$ cat config.mk
export PLATFORM = sky130hd
export DESIGN_NAME = or1200_cl_pad_gen_flat
export DESIGN_NICKNAME = d
export VERILOG_FILES = /design/src/rtl/or1200_cl_pad_gen_if.sv /design/src/rtl/or1200_cl_pad_gen.sv /design/src/flat_wrapper.sv
export SDC_FILE = /design/constraint.sdc
export NUM_CORES = 2
export LEC_CHECK = 0
export BUFFER_PORTS_ARGS = -buffer_cell sky130_fd_sc_hd__buf_2
export CAP_MARGIN = 30
export CORE_AREA = 2 2 521 523
export DETAILED_ROUTE_END_ITERATION = 6
export DIE_AREA = 0 0 523 525
export PLACE_DENSITY_LB_ADDON = 0.1
export SLEW_MARGIN = 0
export SYNTH_ARGS = -nofsm -noshare
export SYNTH_HDL_FRONTEND = slang
export SYNTH_SLANG_ARGS = --single-unit
$ cat constraint.sdc
create_clock -name clk -period 40.6 [get_ports clk]
set_input_delay 6.09 -clock clk [delete_from_list [all_inputs] [get_ports clk]]
set_output_delay 6.09 -clock clk [all_outputs]
set_load 0.05 [all_outputs]
$ cat src/rtl/or1200_cl_pad_gen_if.sv
// ----------------------------------------------------------------------------
// or1200_cl_pad_gen_if
//   Bundles the request/response signals of the cache-line pad generator.
//   The request side (secure_exec, req, seed_in, key_in, invalidate) and the
//   pad results (busy, done, pad_hit, pads_out) face the D-cache line-fill
//   control. The eng_* signals face the AES engine wrappers.
//   Modports:
//     slave  - pad generator view (drives results and engine loads)
//     master - line-fill / engine side view
// ----------------------------------------------------------------------------
interface or1200_cl_pad_gen_if #(
   parameter int NUM_PADS = 4,
   parameter int NUM_ENG  = 2,
   parameter int SEED_W   = 64
);
   logic                      secure_exec;
   logic                      req;
   logic [SEED_W-1:0]         seed_in;
   logic [127:0]              key_in;
   logic                      invalidate;
   logic                      busy;
   logic                      done;
   logic                      pad_hit;
   logic [NUM_PADS*128-1:0]   pads_out;
   logic [NUM_ENG-1:0]        eng_ld;
   logic [NUM_ENG*128-1:0]    eng_text;
   logic [127:0]              eng_key;
   logic [NUM_ENG-1:0]        eng_done;
   logic [NUM_ENG*128-1:0]    eng_pad;

   modport slave (
      input  secure_exec, req, seed_in, key_in, invalidate, eng_done, eng_pad,
      output busy, done, pad_hit, pads_out, eng_ld, eng_text, eng_key
   );

   modport master (
      output secure_exec, req, seed_in, key_in, invalidate, eng_done, eng_pad,
      input  busy, done, pad_hit, pads_out, eng_ld, eng_text, eng_key
   );
endinterface

$ cat src/rtl/or1200_cl_pad_gen.sv
// ----------------------------------------------------------------------------
// or1200_cl_pad_gen
//   Generates NUM_PADS counter-mode pads for one cache line by running
//   NUM_ENG external AES engines over NUM_PADS/NUM_ENG rounds. Engine e in
//   round r encrypts {zeros, seed, r*NUM_ENG+e}. The last completed seed/key
//   pair is remembered so an immediate repeat reuses the stored pads.
//   Ports:
//     clk, rst  - core clock, asynchronous active-high reset
//     bus       - slave modport: request/result signals toward line-fill
//                 control and load/result signals toward the AES engines
// ----------------------------------------------------------------------------
module or1200_cl_pad_gen #(
   parameter int NUM_PADS = 4,
   parameter int NUM_ENG  = 2,
   parameter int SEED_W   = 64
) (
   input logic                clk,
   input logic                rst,
   or1200_cl_pad_gen_if.slave bus
);
   localparam int IDX_W  = $clog2(NUM_PADS);
   localparam int ROUNDS = NUM_PADS / NUM_ENG;
   localparam int RND_W  = (ROUNDS > 1) ? $clog2(ROUNDS) : 1;
   localparam logic [RND_W-1:0] LAST_RND = RND_W'(ROUNDS - 1);
   localparam logic [RND_W-1:0] RND_ONE  = RND_W'(1);

   localparam logic [1:0] S_IDLE = 2'd0;
   localparam logic [1:0] S_LOAD = 2'd1;
   localparam logic [1:0] S_WAIT = 2'd2;
   localparam logic [1:0] S_DONE = 2'd3;

   logic [1:0]              state;
   logic [RND_W-1:0]        round;
   logic [NUM_ENG-1:0]      done_mask;
   logic [NUM_ENG-1:0]      mask_next;
   logic                    hit_flag;
   logic                    tag_valid;
   logic [SEED_W-1:0]       seed_q;
   logic [SEED_W-1:0]       tag_seed;
   logic [127:0]            key_q;
   logic [127:0]            tag_key;
   logic [NUM_PADS*128-1:0] pads_q;
   logic [NUM_ENG*128-1:0]  text_q;
   logic                    accept;
   logic                    hit;
   logic                    abort;
   logic                    round_done;

   // Plaintext blocks for every engine of one round.
   function automatic logic [NUM_ENG*128-1:0] make_texts(
      input logic [SEED_W-1:0] seed,
      input logic [RND_W-1:0]  rnd
   );
      logic [NUM_ENG*128-1:0] t;
      logic [IDX_W-1:0]       idx;
      t = '0;
      for (int e = 0; e < NUM_ENG; e++) begin
         idx = IDX_W'(int'(rnd) * NUM_ENG + e);
         t[128*e + IDX_W +: SEED_W] = seed;
         t[128*e +: IDX_W]          = idx;
      end
      return t;
   endfunction

   assign accept     = (state == S_IDLE) & bus.req & bus.secure_exec;
   assign hit        = tag_valid & (bus.seed_in == tag_seed) &
                       (bus.key_in == tag_key) & ~bus.invalidate;
   assign abort      = ((state == S_LOAD) | (state == S_WAIT)) & ~bus.secure_exec;
   // Same-cycle results count toward completing the round.
   assign mask_next  = done_mask | bus.eng_done;
   assign round_done = (state == S_WAIT) & (&mask_next);

   assign bus.busy     = (state != S_IDLE);
   assign bus.done     = (state == S_DONE);
   assign bus.pad_hit  = (state == S_DONE) & hit_flag;
   assign bus.eng_ld   = {NUM_ENG{state == S_LOAD}};
   assign bus.eng_text = text_q;
   assign bus.eng_key  = key_q;
   assign bus.pads_out = pads_q;

   always_ff @(posedge clk or posedge rst) begin
      if (rst) begin
         state     <= S_IDLE;
         round     <= '0;
         done_mask <= '0;
         hit_flag  <= 1'b0;
         tag_valid <= 1'b0;
         seed_q    <= '0;
         tag_seed  <= '0;
         key_q     <= '0;
         tag_key   <= '0;
         pads_q    <= '0;
         text_q    <= '0;
      end else begin
         case (state)
            S_IDLE: begin
               if (accept) begin
                  if (hit) begin
                     hit_flag <= 1'b1;
                     state    <= S_DONE;
                  end else begin
                     hit_flag <= 1'b0;
                     seed_q   <= bus.seed_in;
                     key_q    <= bus.key_in;
                     text_q   <= make_texts(bus.seed_in, '0);
                     round    <= '0;
                     state    <= S_LOAD;
                  end
               end
            end
            S_LOAD: begin
               done_mask <= '0;
               state     <= abort ? S_IDLE : S_WAIT;
            end
            S_WAIT: begin
               // Only the first result per engine per round is kept.
               for (int e = 0; e < NUM_ENG; e++) begin
                  if (bus.eng_done[e] & ~done_mask[e]) begin
                     pads_q[128*(int'(round)*NUM_ENG + e) +: 128] <= bus.eng_pad[128*e +: 128];
                  end
               end
               done_mask <= mask_next;
               if (abort) begin
                  state <= S_IDLE;
               end else if (round_done) begin
                  if (round == LAST_RND) begin
                     state <= S_DONE;
                  end else begin
                     round  <= round + RND_ONE;
                     text_q <= make_texts(seed_q, round + RND_ONE);
                     state  <= S_LOAD;
                  end
               end
            end
            S_DONE: begin
               if (!hit_flag) begin
                  tag_valid <= 1'b1;
                  tag_seed  <= seed_q;
                  tag_key   <= key_q;
               end
               state <= S_IDLE;
            end
            default: state <= S_IDLE;
         endcase
         // Later assignments override the DONE tag write.
         if (abort) tag_valid <= 1'b0;
         if (bus.invalidate) tag_valid <= 1'b0;
      end
   end
endmodule

$ cat src/flat_wrapper.sv
// flat-port wrapper written by rule: the top's interface ports become plain ports
module or1200_cl_pad_gen_flat 
#(
   parameter int NUM_PADS = 4,
   parameter int NUM_ENG  = 2,
   parameter int SEED_W   = 64
)
  (clk, rst, bus_secure_exec, bus_req, bus_seed_in, bus_key_in, bus_invalidate, bus_eng_done, bus_eng_pad, bus_busy, bus_done, bus_pad_hit, bus_pads_out, bus_eng_ld, bus_eng_text, bus_eng_key);
  or1200_cl_pad_gen_if #(.NUM_PADS(NUM_PADS), .NUM_ENG(NUM_ENG), .SEED_W(SEED_W)) bus_i ();
  input logic clk;
  input logic rst;
  input wire logic [$bits(bus_i.secure_exec)-1:0] bus_secure_exec;
  input wire logic [$bits(bus_i.req)-1:0] bus_req;
  input wire logic [$bits(bus_i.seed_in)-1:0] bus_seed_in;
  input wire logic [$bits(bus_i.key_in)-1:0] bus_key_in;
  input wire logic [$bits(bus_i.invalidate)-1:0] bus_invalidate;
  input wire logic [$bits(bus_i.eng_done)-1:0] bus_eng_done;
  input wire logic [$bits(bus_i.eng_pad)-1:0] bus_eng_pad;
  output wire logic [$bits(bus_i.busy)-1:0] bus_busy;
  output wire logic [$bits(bus_i.done)-1:0] bus_done;
  output wire logic [$bits(bus_i.pad_hit)-1:0] bus_pad_hit;
  output wire logic [$bits(bus_i.pads_out)-1:0] bus_pads_out;
  output wire logic [$bits(bus_i.eng_ld)-1:0] bus_eng_ld;
  output wire logic [$bits(bus_i.eng_text)-1:0] bus_eng_text;
  output wire logic [$bits(bus_i.eng_key)-1:0] bus_eng_key;
  assign bus_i.secure_exec = bus_secure_exec;
  assign bus_i.req = bus_req;
  assign bus_i.seed_in = bus_seed_in;
  assign bus_i.key_in = bus_key_in;
  assign bus_i.invalidate = bus_invalidate;
  assign bus_i.eng_done = bus_eng_done;
  assign bus_i.eng_pad = bus_eng_pad;
  assign bus_busy = bus_i.busy;
  assign bus_done = bus_i.done;
  assign bus_pad_hit = bus_i.pad_hit;
  assign bus_pads_out = bus_i.pads_out;
  assign bus_eng_ld = bus_i.eng_ld;
  assign bus_eng_text = bus_i.eng_text;
  assign bus_eng_key = bus_i.eng_key;
  or1200_cl_pad_gen #(.NUM_PADS(NUM_PADS), .NUM_ENG(NUM_ENG), .SEED_W(SEED_W)) u_core (.clk(clk), .rst(rst), .bus(bus_i));
endmodule
==> impl_metrics.env <==
export IMPL_status="finished clean"
export IMPL_drc=0
export IMPL_critPathMaxStageDelay_ps=770
export IMPL_holdWs_ps=472.3
export IMPL_r2r_cells=9
export IMPL_numCtsBuffers=146
export IMPL_clkSinkCount=969
export IMPL_syn_avg_cell_area_sq_um=14.81
export IMPL_power_density_nw_per_um2=104.8
export IMPL_place_area_sq_um=50500
export IMPL_htreeDepth=4
export IMPL_ys_seq_elements=969
export IMPL_gr_usage_all_layers=0.1439
export IMPL_min_from="u_core.bus.eng_text[128]$_DFFE_PP0P_"
export IMPL_fp_coreArea_sq_um=269300
export IMPL_drt_vias_per_instance=3.575
export IMPL_ios=1356
export IMPL_place_port_buffers=1230
export IMPL_clk_pin_slew_ps=50
export IMPL_setup_ws_ps=30720
export IMPL_r2r_slack_ps=35730
export IMPL_fp_dieH_um=525
export IMPL_fin_crit_sh=0.2434
export IMPL_min_period_ps=9884
export IMPL_fillers=29340
export IMPL_cts_setup_buffers=0
export IMPL_cts_tree="done"
export IMPL_clk_latency_ps=810
export IMPL_cp_slowest_cell="buf_4"
export IMPL_syn2layout_area_growth_pct=34.68
export IMPL_grt_max_degree=148
export IMPL_grt_pass1_vias=29270
export IMPL_first_pass_iters=4
export IMPL_p_leak_uw=0.02635
export IMPL_die_area_sq_um=274600
export IMPL_synth_cells=2770
export IMPL_r2r_start="u_core.tag_key[54]$_DFFE_PP0P_"
export IMPL_path_cells="buf_2, xor2_1, nor4_2, nand4_1, nor4_1, nand4_1, nor3_2, a211o_4, buf_4, mux2_2"
export IMPL_finalWeightedCongestion=0.7699
export IMPL_cp_startpoint="bus_key_in[54]"
export IMPL_grt_pass1_wl_mm=270.4
export IMPL_vias=27570
export IMPL_ctsRootBufferMaster="clkbuf_16"
export IMPL_initialDrtViolationCount=918
export IMPL_die_w_um=523
export IMPL_num_nets_final=4471
export IMPL_maxSlewHeadroom=0.2188
export IMPL_async_flop_share=1.000
export IMPL_avgRoutedWirePerCell_um=26.32
export IMPL_synth_edf_count=0
export IMPL_row_count=191
export IMPL_yosysUniqueCellTypes=53
export IMPL_min_path_type="flop to flop"
export IMPL_timing_fmax_mhz=101.2
export IMPL_postRouteWirelength_mm=203.0
export IMPL_hold_viol=0
export IMPL_crit_required_ps=41220
export IMPL_antenna_found_initial=143
export IMPL_vdd_drop_max_uv=46.98
export IMPL_endpoint="u_core.bus.eng_text[190]$_DFFE_PP0P_"
export IMPL_critPathCaptureType="flop"
export IMPL_critPathKind="primary input to flop"
export IMPL_crit_path_start_kind="primary input"
export IMPL_dp_hpwl_mm=158.4
export IMPL_finalSetupTns_ps=0
export IMPL_finalInstanceArea_sq_um=55250
export IMPL_dp_cells=7430
export IMPL_ant_nets=0
export IMPL_crit_arrival_ps=10500
export IMPL_finalMaxSlewViolations=0
export IMPL_hold_buffers=0
export IMPL_cp_common_cell="nand4_1"
export IMPL_skew_ps=79.02
export IMPL_synth_cell_area_sq_um=41020
export IMPL_cap_violations=0
export IMPL_cts_resized=0
export IMPL_synth_main_ff_cell="dfrtp_1"
export IMPL_r2r_end="u_core.bus.eng_text[190]$_DFFE_PP0P_"
export IMPL_stdcell_count=7712
export IMPL_drive_gt1_frac=0.5616
export IMPL_crit_fanout=38
export IMPL_finalSetupViolCount=0
export IMPL_max_slew_worst_pin_slew_ps=1142
export IMPL_clockBufferDepth=4
export IMPL_grt_overflow_total=0
export IMPL_start_util=0.1523
export IMPL_rsz0062_at_grt="false"
export IMPL_seq_area_frac_synth=0.5911
export IMPL_ys_warn_count=0
export IMPL_place_ws_ps=29660
[layout make-up]
cell class	instances	area [sq um]	share of cell area
flip-flops and latches	969	24250	0.4389
inverters	60	232.7	0.004213
well taps	3570	4467	0.08085
clock inverters	28	331.6	0.006002
repair buffers	1279	6709	0.1214
multi-input cells	1556	14960	0.2707
clock buffers	214	4212	0.07623
diodes	36	90.09	0.001631
[worst max-delay path: cells and delay by family]
family,cells,cell delay (ps)
buffers and inverters,2,880
AOI/OAI and AO/OA,1,600
xor gates and xnor gates,1,140
muxes,1,410
and+or+nand+nor,5,2300
[worst min-delay path by stage]
stage | end | slack (ps) | depth (start not counted)
after floorplan | u_core.tag_seed[0]$_DFFE_PP0P_ | 460 | 2
after global placement | u_core.bus.eng_text[128]$_DFFE_PP0P_ | 450 | 1
after detailed placement | u_core.bus.eng_text[128]$_DFFE_PP0P_ | 450 | 1
after CTS | u_core.bus.eng_text[128]$_DFFE_PP0P_ | 470 | 1
after global routing | u_core.bus.pads_out[394]$_DFFE_PP0P_ | 500 | 1
final | u_core.bus.eng_text[128]$_DFFE_PP0P_ | 470 | 1
[sequential cells by signal, indices dropped and copies added (netlist names), 2 cells and up]
signal,count
u_core.tag_seed,64
u_core.bus.eng_text,66
u_core.tag_key,128
u_core.state,2
u_core.bus.pads_out,512
u_core.bus.eng_key,128
u_core.seed_q,64
u_core.done_mask,2
[through the flow]
stage	utilization	total power, uW
2_1_floorplan	-	3720
3_3_place_gp	0.1870	4624
3_5_place_dp	0.1875	4640
4_1_cts	0.2044	5948
5_1_grt	0.2049	6098
6_report	0.2051	5792
[cell usage in the layout (no fill, tap or decap), types with 5 or more instances in the layout]
cell type / count
a2111oi_0: 8
buf_16: 6
buf_2: 1230
buf_4: 36
bufinv_16: 6
clkbuf_1: 40
clkbuf_16: 148
clkbuf_8: 26
clkinv_2: 12
conb_1: 125
dfrtp_1: 969
diode_2: 36
inv_1: 59
inv_6: 5
mux2_1: 180
mux2_2: 761
mux2_4: 49
nand2_1: 44
nand2b_1: 20
nand3_1: 5
nand4_1: 28
nand4b_1: 6
nor2_1: 9
nor2b_1: 51
nor3_1: 5
nor4_1: 26
nor4b_1: 6
o21ai_0: 42
o22ai_1: 17
xnor2_1: 58
xor2_1: 57
[routing by layer]
layer  global-route usage  wire [um]
met1               0.1570      75570
met2               0.2574     103700
met3              0.05976      18610
met4              0.03116       4426
met5                    0        690
[logic make-up (layout without fill, tap and decap cells)]
kind of cell	count (synthesis)	in the layout	share of synthesized area
mux	990	990	0.2763
other cells	1	161	0.00009142
compound gates	105	105	0.01830
fa+ha+maj	4	4	0.001220
flops	969	969	0.5911
simple gates	217	217	0.03108
xor+xnor	115	115	0.02455
buf+inv	369	1581	0.05737
[where the power goes]
| group | leakage (uW) | switching [uW] | total (uW) | internal (uW) |
|---|---|---|---|---|
| combinational | 0.0119 | 2060 | 2800 | 741 |
| sequential | 0.0122 | 313 | 1740 | 1420 |
| clock | 0.00222 | 499 | 1250 | 752 |
| total | 0.0263 | 2870 | 5790 | 2920 |
[cells in the mapped netlist (5+ instances only)]
cell type,number,area (sq um)
a2111oi_0,8,70.07
buf_12,6,120.1
buf_4,192,1441
buf_6,20,225.2
clkbuf_1,88,330.3
dfrtp_1,969,24250
inv_1,60,225.2
mux2_1,180,2027
mux2_2,761,8569
mux2_4,49,735.7
nand2_1,44,165.2
nand2b_1,20,125.1
nand3_1,5,25.02
nand4_1,28,175.2
nand4b_1,6,52.55
nor2_1,10,37.54
nor2b_1,52,325.3
nor3_1,5,25.02
nor4_1,27,168.9
nor4b_1,6,52.55
o21ai_0,42,210.2
o22ai_1,17,106.4
xnor2_1,58,508.0
xor2_1,57,499.2
(Power assumes the default switching activity.)
